### src/rtl/imm_extend_reg.sv
// Immediate extender with a one-deep valid/ready output register.
// Tracks consumed results and flags accepted reserved modes.
module imm_extend_reg #(
  parameter int IN_W  = 16,
  parameter int OUT_W = 32,
  parameter int SA_LO = 6,
  parameter int SA_W  = 5
) (
  input  logic             CLK,
  input  logic             RST,
  input  logic             i_valid,
  output logic             i_ready,
  input  logic [IN_W-1:0]  i_num,
  input  logic [2:0]       ExtSel,
  output logic             o_valid,
  input  logic             o_ready,
  output logic [OUT_W-1:0] o_num,
  output logic             o_err,
  output logic [7:0]       o_count
);

  localparam int PAD = OUT_W - IN_W;

  logic [OUT_W-1:0] sa_ext;
  logic [OUT_W-1:0] zext;
  logic [OUT_W-1:0] sext;
  logic [OUT_W-1:0] upper;
  logic [OUT_W-1:0] ext;
  logic             rsv;
  logic             accept;
  logic             take;

  assign zext  = {{PAD{1'b0}}, i_num};
  assign sext  = {{PAD{i_num[IN_W-1]}}, i_num};
  assign upper = {i_num, {PAD{1'b0}}};
  assign rsv   = ExtSel[2] & (|ExtSel[1:0]);

  always_comb begin
    sa_ext = '0;
    sa_ext[SA_W-1:0] = i_num[SA_LO +: SA_W];
  end

  // Reserved codes fall through to sign-extend.
  always_comb begin
    ext = sext;
    unique case (1'b1)
      (ExtSel == 3'b000): ext = sa_ext;
      (ExtSel == 3'b001): ext = zext;
      (ExtSel == 3'b011): ext = upper;
      (ExtSel == 3'b100): ext = sext << 2;
      default:            ext = sext;
    endcase
  end

  assign i_ready = !o_valid || o_ready;
  assign accept  = i_valid && i_ready;
  assign take    = o_valid && o_ready;

  always_ff @(posedge CLK) begin
    if (!RST) begin
      o_valid <= 1'b0;
      o_num   <= '0;
      o_err   <= 1'b0;
      o_count <= '0;
    end else begin
      if (accept) begin
        o_valid <= 1'b1;
        o_num   <= ext;
        if (rsv) o_err <= 1'b1;
      end else if (take) begin
        o_valid <= 1'b0;
      end
      if (take) o_count <= o_count + 8'd1;
    end
  end

endmodule

### config.mk
export PLATFORM = sky130hd
export DESIGN_NAME = imm_extend_reg
export DESIGN_NICKNAME = d
export VERILOG_FILES = /design/src/rtl/imm_extend_reg.sv
export SDC_FILE = /design/constraint.sdc
export NUM_CORES = 1
export LEC_CHECK = 0
export ABC_AREA = 1
export CORE_UTILIZATION = 30
export CTS_BUF_LIST = sky130_fd_sc_hd__clkbuf_8 sky130_fd_sc_hd__clkbuf_16
export DETAILED_ROUTE_END_ITERATION = 10
export HOLD_SLACK_MARGIN = 0.05
export PLACE_DENSITY = 0.53
export SLEW_MARGIN = 10
export SYNTH_ARGS = -nofsm -noshare
export SYNTH_HDL_FRONTEND = slang
export SYNTH_SLANG_ARGS = --single-unit
### constraint.sdc
create_clock -name CLK -period 1.41 [get_ports CLK]
set_input_delay 0.423 -clock CLK [delete_from_list [all_inputs] [get_ports CLK]]
set_output_delay 0.423 -clock CLK [all_outputs]
set_load 0.01 [all_outputs]
# --- Yosys cells after proc, flatten, opt, wreduce, memory -nomap -nowiden ---
# Cells that the tools add are included.
op_classes:
  n_addsub: 1
  n_eq_ne: 3
  muxes: 3
  bitwise_logic: 1
  n_reduce_logical: 8
ops:
  columns: ["cell", "n"]
  rows:
  - ["one-hot mux 32 bit (4 select lines)", 1]
  - ["adder 8 x 1 -> 8 bit, second input constant", 1]
  - ["equality test 3 x 1 -> 1 bit, second input constant", 1]
  - ["equality test 3 x 2 -> 1 bit, second input constant", 1]
  - ["equality test 3 bit, second input constant", 1]
  - ["logical NOT 3 bit", 1]
  - ["logical AND 1 bit", 2]
  - ["two-way mux 1 bit", 2]
  - ["AND reduction 2 bit", 1]
  - ["nonzero test 2 bit", 1]
  - ["OR reduction 2 bit", 1]
  - ["bitwise AND 1 bit", 1]
  - ["logical NOT 1 bit", 1]
  - ["logical OR 1 bit", 1]
totals:
  reg_bits: 42
  inputBits: 23
  wordCells: 20

# --- Depth between registers and ports, before layout ---
depth:
  word_depth: 4
  ltp_mapped: 8
  ltp_nobuf: 8

# --- Worst setup path after synthesis ---
# OpenSTA, ideal clock, no wires.
synth_path:
  path_kind: "input port to flip-flop"
  from: "input port o_ready"
  to: "register o_num[10]"
  arrival_time_ns: 1.089
  required_time_ns: 1.280
  path_slack_ns: 0.192
  stages: 7
  n_path_buf: 1
  path_cell_list: "inv_1 > nand2_2 > nand2_2 > inv_2 > buf_2 > o21ai_0 > a31oi_2"
synth_via:
  elab_chain_cells: 2
synth_lines:
  columns: ["item", "line_no", "source"]
  rows:
  - ["start: declaration", "16", "input logic o_ready,"]
  - ["logical OR 1 bit", "55", "assign i_ready = !o_valid || o_ready;"]
  - ["named net i_ready", "12", "output logic i_ready,"]
  - ["logical AND 1 bit", "56", "assign accept = i_valid && i_ready;"]
  - ["end signal: assignment", "68", "o_num <= ext;"]
  - ["end: declaration", "17", "output logic [OUT_W-1:0] o_num,"]
# The timed path passes the listed nets, and every way through them passes these cells.
# A chain may end at the register's enable or synchronous reset.

# --- Worst setup path in the final report ---
layout_path:
  from: "input port i_valid"
  to: "register o_num[5]"
layout_via:
  elab_chain_cells: 1
layout_lines:
  columns: ["item", "line_no", "source"]
  rows:
  - ["start: declaration", "11", "input logic i_valid,"]
  - ["logical AND 1 bit", "56", null]
# No other way between the ends.

==> results.txt <==
H-tree levels: 2
type of element launching the critical path: primary input
CTS Root Cell: clkbuf_8
number of hold-slack violations in the final timing report: 0
Achievable Freq: 705 MHz
clock tree from TritonCTS: yes
drt initial violations: 80
Wirelength per Cell: 13.5 µm
post-layout util: 49.7%
pre-CTS WS: -0.542 ns
post-detail-place hpwl: 3.99 mm
Die Wd: 83.7 µm
final worst setup slack: -0.00874 ns
minimum period implied by the final worst setup slack: 1.42 ns
critical path capture point type: flip-flop
Area growth, synth to finish: 58.5%
initial antenna violation count: 0
residual DRC count: 0
overall power: 2940 µW
clock sinks: 42
final-stage net count: 381
path type of the worst min-delay path: reg2reg
Worst Reg2Reg Path Length in Cells: 7
count of unique library cells instantiated by Yosys: 27
final std cells w/o fill: 435
GRT overflow: 0
diodes inserted: 0
Post-Syn Area per Cell: 7.61 µm²
unrepaired setup endpoints after global routing: yes
chip height: 83.7 µm
data arrival time of the critical path: 1.64 ns
# placed instances: 421
sequential-to-total area share from yosys stat: 42.0%
largest net degree at the start of global routing: 18
total I/O pin count: 66
number of buffers added to fix hold violations after cts: 0
violated checks: negative setup slack
outcome: complete, but fails checks
std cell rows: 29
core outline area: 0.00639 mm²
Data required, critical path: 1.63 ns
worst setup skew after layout: 0.00703 ns
Fin Hold WS: 0.474 ns
Clock Pin Slew Worst Setup and Hold Paths: 0.08 ns
via count of the first global-routing pass: 2039
net count after synthesis: 287
Antenna Violating Nets Remaining: 0
crit path max fanout: 17
number of maximum-capacitance violations: 0
total die area: 0.00700 mm²
worst slew slack as a fraction of its limit: 79.5%
pin slew with the least headroom to its limit: 0.307 ns
Starting Density: 31.3%
wire length of the first global-routing pass: 9.94 mm
static power due to leakage: 0.00156 µW
share of cells above drive strength 1: 23.5%
final worst path period share: 101%
synthesis-stage register bit count: 42
peak supply drop: 0.558 mV
length of the first detailed-routing pass in iterations: 4
power per unit of standard cell area: 926 mW/mm²
Bufs on Longest Clock Path: 2
classification of the worst setup path: in2reg
routed wire length: 5.86 mm
routability congestion estimate: 0.735
count of final max-slew check failures: 0
synth warn: 0
post-synthesis instance total: 263
hold-critical path depth: 2
final setup violation count: 3
total via count after detailed routing: 2061
average via count per standard cell: 4.74
worst skew pair latency: 0.29 ns
Synth Cell Area: 0.00200 mm²
number of input and output port buffers inserted: 65
TritonCTS Buffers: 5
combined global-route utilization of all metal layers: 17.7%
logic make-up (layout without fill, tap and decap cells):
family / Yosys count / after routing / synth area share (%)
buffers and inverters: 48 / 143 / 11.0
DFF: 42 / 42 / 42.0
adders and majority gates: 1 / 1 / 0.625
and+or+nand+nor: 113 / 113 / 25.8
AOI/OAI and AO/OA: 59 / 59 / 20.5
layer usage:
layer	GRT usage (%)	share of wire [%]	wire (µm)
met5	0	0	0
met4	6.16	1.6	91
met3	3.46	4.7	276
met2	28.6	47	2740
met1	23.5	47	2760
synthesized netlist by cell type (all sizes together):
cell type | instances | share of area [%]
inv | 34 | 6.4
o22ai | 1 | 0.31
clkbuf | 3 | 0.63
nor3 | 2 | 0.50
dfxtp | 42 | 42
a21oi | 5 | 1.3
buf | 11 | 4.0
o21ai | 25 | 6.3
ha | 1 | 0.63
nand3 | 17 | 4.5
nand4 | 2 | 0.63
o211ai | 13 | 4.9
nor2 | 26 | 6.2
nand2 | 66 | 14
a31oi | 15 | 7.8
sequential cells by signal, summed over array words and instances, names as in the netlist:
signal   cells
o_valid      1
o_num       32
o_count      8
o_err        1
worst max-delay path: stages:
cell	delay (ns)
clkdlybuf4s50_1	0.50
nand2_4	0.08
inv_8	0.11
bufbuf_16	0.30
o21ai_1	0.08
a31oi_2	0.14
power by group:
| part | switching [µW] | leakage, µW | total (µW) | internal, µW |
|---|---|---|---|---|
| registers | 42.5 | 0.000348 | 1310 | 1270 |
| logic | 325 | 0.00115 | 682 | 357 |
| clock network | 421 | 0.0000579 | 943 | 522 |
| total | 788 | 0.00156 | 2940 | 2150 |
cell usage in the layout, fill, tap and decap left out, types with 6 or more instances in the layout:
master	n
inv_1	28
o21ai_1	6
a31oi_2	10
dfxtp_1	39
nand2_2	13
buf_4	26
nand3_1	16
o21ai_0	18
nand2_1	52
dlygate4sd2_1	45
clkdlybuf4s50_1	18
o211ai_1	13
nor2_1	22
per-stage QoR:
step	TNS, ns	area [µm²]
2_1_floorplan	0	2000
3_3_place_gp	-14.58	2930
3_5_place_dp	-15.07	2930
4_1_cts	0	3160
5_1_grt	-0.345	3170
6_report	-0.0206	3170
worst paths after layout:
| check | start | to | slack, ns |
|---|---|---|---|
| hold / removal | o_err | o_err | 0.47 |
| setup / recovery | i_valid | o_num[5] | -0.009 |
| hold reg to reg | o_err | o_err | 0.47 |
| setup reg to reg | o_valid | o_num[7] | 0.08 |
final cells by class:
class,instances,area (µm²)
fillers,637,3210
repair buffers,101,1030
multi-input cells,173,953
flip-flops and latches,42,845
inverters,34,135
well taps,77,96.3
clock buffers,5,68.8
clock inverters,3,40.0
what timing repair did:
| item | in CTS | in global routing |
|---|---|---|
| gates cloned | 5 | 0 |
| setup buffers | 1 | 0 |
| resized for setup | 58 | 9 |
| setup endpoints to repair | 75 | 29 |
| pin swaps | 1 | 0 |
Note: power is estimated with default switching activity, not from simulation.
